**src/rtl/nibble_serial_add_ctrl.sv**
```systemverilog
`default_nettype none
// ============================================================================
// Module   : nibble_serial_add_ctrl
// Brief    : Sequences a 4*NIBBLES-bit add through one shared 4-bit adder,
//            one nibble per clock, LSB first, with a one-cycle done pulse.
// Revision : 1.0 - initial release
// ============================================================================
module nibble_serial_add_ctrl #(
    parameter int NIBBLES = 4
) (
    input  logic                 clk,
    input  logic                 rst_n,
    input  logic                 start,
    input  logic [4*NIBBLES-1:0] op_a,
    input  logic [4*NIBBLES-1:0] op_b,
    input  logic                 op_cin,
    output logic                 busy,
    output logic                 done,
    output logic [4*NIBBLES-1:0] sum,
    output logic                 cout,
    output logic [3:0]           add_a,
    output logic [3:0]           add_b,
    output logic                 add_cin,
    input  logic [3:0]           add_s,
    input  logic                 add_cout
);

    localparam int W    = 4 * NIBBLES;
    localparam int IDXW = (NIBBLES > 1) ? $clog2(NIBBLES) : 1;
    localparam logic [IDXW-1:0] C_LAST_IDX = IDXW'(NIBBLES - 1);

    typedef enum logic [1:0] {
        S_IDLE = 2'd0,
        S_RUN  = 2'd1,
        S_DONE = 2'd2
    } state_t;

    state_t          r_state;
    logic [W-1:0]    r_a;
    logic [W-1:0]    r_b;
    logic            r_carry;
    logic [IDXW-1:0] r_idx;

    logic [3:0]      w_a_nib;
    logic [3:0]      w_b_nib;
    logic            w_run;

    // Nibble select driven only from registers so the external adder has a full cycle to settle.
    always_comb begin
        w_a_nib = 4'h0;
        w_b_nib = 4'h0;
        for (int i = 0; i < NIBBLES; i++) begin
            if (r_idx == IDXW'(i)) begin
                w_a_nib = r_a[4*i +: 4];
                w_b_nib = r_b[4*i +: 4];
            end
        end
    end

    assign w_run   = (r_state == S_RUN);
    assign add_a   = w_run ? w_a_nib : 4'h0;
    assign add_b   = w_run ? w_b_nib : 4'h0;
    assign add_cin = w_run ? r_carry : 1'b0;

    always_ff @(posedge clk or negedge rst_n) begin
        if (!rst_n) begin
            r_state <= S_IDLE;
            r_a     <= '0;
            r_b     <= '0;
            r_carry <= 1'b0;
            r_idx   <= '0;
            busy    <= 1'b0;
            done    <= 1'b0;
            sum     <= '0;
            cout    <= 1'b0;
        end else begin
            case (r_state)
                S_IDLE: begin
                    done <= 1'b0;
                    if (start) begin
                        r_a     <= op_a;
                        r_b     <= op_b;
                        r_carry <= op_cin;
                        r_idx   <= '0;
                        busy    <= 1'b1;
                        r_state <= S_RUN;
                    end
                end
                S_RUN: begin
                    for (int i = 0; i < NIBBLES; i++) begin
                        if (r_idx == IDXW'(i)) begin
                            sum[4*i +: 4] <= add_s;
                        end
                    end
                    r_carry <= add_cout;
                    if (r_idx == C_LAST_IDX) begin
                        cout    <= add_cout;
                        busy    <= 1'b0;
                        done    <= 1'b1;
                        r_state <= S_DONE;
                    end else begin
                        r_idx <= r_idx + 1'b1;
                    end
                end
                S_DONE: begin
                    // start here is deliberately dropped; the requester re-asserts in IDLE.
                    done    <= 1'b0;
                    r_state <= S_IDLE;
                end
                default: begin
                    busy    <= 1'b0;
                    done    <= 1'b0;
                    r_state <= S_IDLE;
                end
            endcase
        end
    end

endmodule
`default_nettype wire

```
**config.mk**
```make
export PLATFORM = sky130hd
export DESIGN_NAME = nibble_serial_add_ctrl
export DESIGN_NICKNAME = d
export VERILOG_FILES = /design/src/rtl/nibble_serial_add_ctrl.sv
export SDC_FILE = /design/constraint.sdc
export NUM_CORES = 1
export LEC_CHECK = 0
export CAP_MARGIN = 40
export CORE_MARGIN = 2
export CORE_UTILIZATION = 50
export CTS_BUF_LIST = sky130_fd_sc_hd__clkbuf_8
export CTS_CLUSTER_SIZE = 30
export DETAILED_ROUTE_END_ITERATION = 10
export PLACE_DENSITY = 0.78
export SLEW_MARGIN = 30
export SYNTH_ARGS = -nofsm -noshare
export SYNTH_HDL_FRONTEND = slang
export SYNTH_SLANG_ARGS = --single-unit
```
**constraint.sdc**
```tcl
create_clock -name clk -period 2.6 [get_ports clk]
set_input_delay 0.78 -clock clk [delete_from_list [all_inputs] [get_ports clk]]
set_output_delay 0.78 -clock clk [all_outputs]
set_load 0.05 [all_outputs]
```
==> metrics.txt, run 1 <==
Peak Freq approximately 0.37 GHz; clk slew on worst S/H paths 0.09 ns; final hold vios 0; critical path startpoint r_idx[0]$_DFFE_PN0P_; DR DRC count 0; crit path cell chain inv_4 > ha_4 > nor2b_4 > buf_6 > a221oi_4 > o41ai_4 > buf_12; htree depth 2; Die Area 5740 um^2; CP delay by family, top flip-flops; Routed Wire Length 6.80 mm; DRT Pass-1 Iters 5; Core Rows 26; Most Used Layer, Global Route met2; reg-to-reg startpoint r_idx[1]$_DFFE_PN0P_; period utilization 104%; failing checks negative setup slack; share of cells above drive strength 1 between 40% and 50%; Setup crit start kind flip-flop; die height 75.8 um; TritonCTS Buffers 5; RSZ-0062 raised after global routing yes; GRT met2 Usage 44.7%; Clock Skew 0.00878 ns; IO Port Bufs 68; Layout area overhead 53.1%; Netlist Area Pre-Place about 2600 um^2; Initial Utilization 51.1%; Setup TNS Final -0.479 ns; Die Width about 76 um; worst reg2reg setup slack 0.86 ns; hold buffer count at CTS 0; DPL Wire Length between 4 and 5 mm; final setup vio count 8; Worst-Margin Slew ~0.70 ns; CTS Sinks between 50 and 60; R2R Path End r_idx[0]$_DFFE_PN0P_; Avg WL per Cell 20.2 um; post-synthesis sequential area ratio 54.4%; gr usage total between 20 and 30%; CP max stage delay 0.49 ns; Finished Cell Area 3950 um^2; routing usage on met3 6.22%; vias in the first global route 2114; antenna violations before repair 0; Tmin final around 2.7 ns; CTS Buffer Depth 2; WP buf/inv 3; kind of critical path reg2out; largest net degree at the start of global routing 57; Post-Synth Simple-Gate Area 9.03%; multiplexer share of the synthesized area 24.6%; vias per cell 5.47; mean area per synthesized cell between 10 and 15 um^2; via count 1842; register bit total from synthesis 56; status finished with violations; DRT antenna net count 0; CTS tree done; CP Data Required Time 1.82 ns; element type at the critical path end primary output; PnR worst setup slack -0.104 ns; first-pass GRT wire length 10.7 mm; Worst Min Path Start sum[0]$_DFFE_PN0P_; Worst R2R Path Depth 6; DR iter-0 viols 110; final net count 311; Adder-Cell Fraction of Synth Area under 10%; WHS Path Cells 1; Clk Tree Root Cell clkbuf_8; Data arrival, critical path 1.92 ns; syn_nets 227; normalized max-slew margin 53.2%; Max Slew Vio Count 0; slowest cell on the critical path dfrtp_2; routing usage on met1 31.8%; clock latency on the worst-skew pair about 0.31 ns; global placer's final weighted congestion 0.778; GR Overflow Total 0; # IOs 69; DP Worst Slack -0.113 ns; CP max FO 4; post-synth cell types 26; xor/xnor share of the synthesized area 0%; largest family of logic cells by synthesized area multiplexers; core area 5040 um^2; ANT cells 0; Min-Delay Path Class reg2reg; Max Cap Viol 0; total number of yosys warnings 0; Synth Area in Compound Gates 6.60%; Area after DPL around 3600 um^2; instance count of the mapped netlist 182; Hold Path Sink sum[0]$_DFFE_PN0P_
==> cell usage in the layout (no fill, tap or decap), drive strengths merged <==
cell type,count
nand2,7
nor3b,2
a221oi,7
nand2b,1
buf,29
a22oi,1
nor2b,11
clkbuf,6
a21oi,2
o21ai,4
clkdlybuf4s50,58
a32o,1
inv,6
nand3,7
and2b,1
and2,1
o41ai,7
ha,4
nor2,5
mux2,50
dfrtp,56
nor3,1
==> worst max path at each step <==
| stage | cells past startpoint | slack (ns) | to |
|---|---|---|---|
| after global routing | 7 | -0.20 | add_a[1] |
| after detailed placement | 6 | -0.11 | add_a[2] |
| final | 7 | -0.10 | add_a[1] |
| after floorplan | 6 | 0.05 | add_a[0] |
| after global placement | 6 | -0.04 | add_a[3] |
| after CTS | 7 | -0.04 | add_a[2] |
==> layout make-up <==
type                       count  area, um^2
clock buffer                   6        82.6
clock inverter                 2        7.51
fill                         303        1100
inverter                       4        17.5
multi-input combinational    112        1390
sequential                    56        1400
tap                           70        87.6
timing repair buffer          87         958
==> cell usage after synthesis, drive strengths merged <==
library cell / number / area [um^2]
and2: 1 / 6.26
nor3: 1 / 5.00
o41ai: 7 / 61.3
a221oi: 7 / 61.3
nand2b: 1 / 6.26
ha: 4 / 50.1
and2b: 1 / 10.0
o21ai: 4 / 20.0
nand2: 7 / 56.3
nor3b: 2 / 26.3
nor2b: 11 / 68.8
a21oi: 2 / 10.0
inv: 4 / 15.0
dfrtp: 56 / 1400
a32o: 1 / 10.0
mux2: 50 / 634
a22oi: 1 / 7.51
nand3: 7 / 35.0
buf: 10 / 73.8
nor2: 5 / 18.8
==> per-layer routing <==
metal  wire [um]  share of wire [%]  up-vias
met1        2850                 42      942
met3         354                5.2       13
met4         136                2.0        0
met5           0                  0        -
met2        3460                 51       63
li1            -                  -      824
==> sequential cells by signal, indices dropped and copies added (netlist names) <==
signal and flops:
r_a 16, r_b 16, sum 16, r_idx 2, r_state 2, busy 1
cout 1, done 1, r_carry 1
==> what timing repair did <==
action,CTS,global route
pin swaps,14,0
endpoints found under the setup margin,8,8
buffers inserted,11,0
gates cloned,0,0
resized for setup,44,0
==> cell families (layout without fill, tap and decap cells) <==
kind of cell / count (synthesis) / count (layout)
AOI/OAI and AO/OA: 22 / 22
muxes: 50 / 50
and+or+nand+nor: 36 / 36
DFF: 56 / 56
buffers and inverters: 14 / 99
adders and majority gates: 4 / 4
==> metrics by stage <==
step / util [%] / cells / hold slack [ns]
final: 78.2 / 337 / 0.517
after global routing: 78.2 / 337 / 0.539
after CTS: 78.2 / 337 / 0.502
after detailed placement: 70.6 / 318 / 0.481
after global placement: 70.6 / 318 / 0.474
after floorplan: - / 182 / 0.459
Power of run 1 is not shown: default switching activity piles up to over one toggle a cycle in this logic, so the estimate is an artifact.
==> inputs of run 2 (changes only) <==
Settings changed: CORE_MARGIN 2 to 1.5, CTS_CLUSTER_SIZE 30 to not set.
==> run 2 against run 1 <==
The flow still finishes with violations (negative setup slack). Critical endpoint is now add_a[3]. Register-to-register slack got worse by 0.19 ns. Setup slack improved by 0.038 ns. Non-clock buffer count increased by 1. Cell count decreased by 0.59%. Die area decreased by 2.6%. Cell area decreased by 0.35%. Global-route usage about the same. Count of clock-buffer cells in the layout unchanged. Highest routed layer unchanged.
==> metrics.txt, run 2 (same netlist as run 1, synthesis figures left out) <==
Logic pwr share between 60% and 70%; CP max FO 7; Pwr Total 6.22 mW; most common cell after layout, fill and taps aside clkdlybuf4s50_1; Tmin final 2.67 ns; placed cell count 316; Top Registers r_a: 16 flops, r_b: 16 flops, sum: 16 flops; IO Port Bufs ~70; vias in the first global route 2009; TritonCTS Buffers 5; Avg WL per Cell slightly below 20 um; cell area power density 1580 nW/um^2; area of the multi-input gates 1330 um^2; filler cell count 277; share of cells above drive strength 1 about 42%; Max Slew Vio Count 0; Layout area overhead 52.5%; Die Width 74.8 um; final setup vio count 8; first-pass GRT wire length roughly 10 mm; sequential share of power 26.6%; Initial Utilization a little over half; die height 74.8 um; CTS Buffer Depth 2; Core Rows 25; CP delay by family, top buffers and inverters; Max Cap Viol 0; vias per cell ~5.4; critical path's most frequent cell buf_12; Leak between 1.5 and 2 nW; Sw Ratio around 43%; Max IR drop VDD ~1000 uV; CP Data Required Time 1.82 ns; DRT Pass-1 Iters 4; crit path cell chain inv_2 > ha_4 > nor2b_4 > buf_12 > a221oi_4 > o41ai_4 > buf_12; global placer's final weighted congestion 0.760; DR DRC count 0; most frequent cells in the layout clkdlybuf4s50_1, dfrtp_1, mux2_2, mux2_4; switching power 2.70 mW; worst reg2reg setup slack 0.67 ns; WP buf/inv 3; DPL Wire Length 3.88 mm; final net count 312; hold buffer count at CTS 0; kind of critical path reg2out; DR iter-0 viols around 120; normalized max-slew margin 65.1%; Clock Skew around 0.0062 ns; Worst-Margin Slew 0.523 ns; slowest cell on the critical path dfrtp_1; via count 1824; status finished with violations; clk slew on worst S/H paths 0.10 ns; PnR worst setup slack -0.0654 ns; ANT cells 0; CTS tree done; clock latency on the worst-skew pair 0.32 ns; CTS Sinks 56; Sequential Area around 1400 um^2; core area 4850 um^2; Data arrival, critical path 1.89 ns; Min-Delay Path Class in2async; Die Area 5590 um^2; Setup crit start kind flip-flop; gr usage total 25.9%; Clk Tree Root Cell clkbuf_8; # IOs 69; GR Overflow Total 0; element type at the critical path end primary output; Layout Cells excl Fill 335; failing checks negative setup slack; antenna violations before repair 0; Setup TNS Final -0.365 ns; Peak Freq roughly 0.38 GHz; largest net degree at the start of global routing 57; RSZ-0062 raised after global routing yes; DRT antenna net count 0; final hold vios 0; period utilization 103%; CP max stage delay between 0.4 and 0.5 ns; Routed Wire Length 6.49 mm; htree depth 2; power share of the clock group 9.8%; Int Power 3.52 mW
## run 2: cell types whose count changed in the layout (fill, tap and decap cells not counted), sizes merged
cell    previous run  this run
clkinv             0         1
bufinv             0         1
inv                6         4
buf               29        30
## run 2: worst paths after layout
kind                                        end  cells past startpoint                 start
setup / recovery                       add_a[3]                      7  r_idx[0]$_DFFE_PN0P_
hold / removal               r_a[6]$_DFFE_PN0P_                      2                 rst_n
setup reg to reg           r_idx[0]$_DFFE_PN0P_                      7  r_idx[0]$_DFFE_PN0P_
hold reg to reg              sum[0]$_DFFE_PN0P_                      1    sum[0]$_DFFE_PN0P_
max in group asynchronous    r_a[7]$_DFFE_PN0P_                      2                 rst_n
min in group clk             sum[0]$_DFFE_PN0P_                      1    sum[0]$_DFFE_PN0P_
## run 2: power groups by stage
stage                     registers [mW]  clock network [mW]  logic (mW)
after CTS                           1.64               0.611        3.92
after detailed placement            1.60                   0        3.55
after global routing                1.70               0.641        4.13
final                               1.65               0.611        3.95
after global placement              1.59                   0        3.50
after floorplan                     2.06                   0        1.90
## run 2: stage by stage
step / hold slack [ns] / setup WS [ns] / cell area [um^2] / utilization, %
finish: 0.433 / -0.0654 / 3930 / 81.1
floorplan: 0.459 / 0.0479 / 2710 / -
global route: 0.458 / -0.134 / 3930 / 81.1
CTS: 0.462 / -0.0228 / 3930 / 81.1
detailed placement: 0.490 / -0.149 / 3580 / 73.8
global placement: 0.474 / -0.0774 / 3580 / 73.8
## run 2: worst reg2reg max path: stages, from the launching register on
cell and delay [ns]:
dfrtp_1 0.42, buf_4 0.16, ha_4 0.17, buf_6 0.15
buf_4 0.16, nor3b_1 0.38, nor2_1 0.10, mux2_2 0.27
## run 2: layout make-up
| type | count | area share (%) |
|---|---|---|
| flip-flops and latches | 56 | 35.6 |
| clock buffers | 6 | 2.10 |
| multi-input cells | 112 | 33.9 |
| repair buffers | 88 | 24.9 |
| well taps | 67 | 2.13 |
| inverters | 4 | 0.382 |
| clock inverters | 2 | 0.987 |
## run 2: metal layers
metal,up-vias,GRT usage [%],routed length (um)
li1,823,-,-
met4,0,12.1,160
met3,15,6.02,292
met1,925,31.9,2870
met2,61,43.6,3170
met5,-,0,0
## run 2: repair_timing
action / in CTS / in global routing
gates resized for setup: 23 / 0
buffers inserted: 11 / 0
setup endpoints to repair: 8 / 8
pin swaps: 9 / 0
No activity file was read; power rests on OpenSTA's default activity.
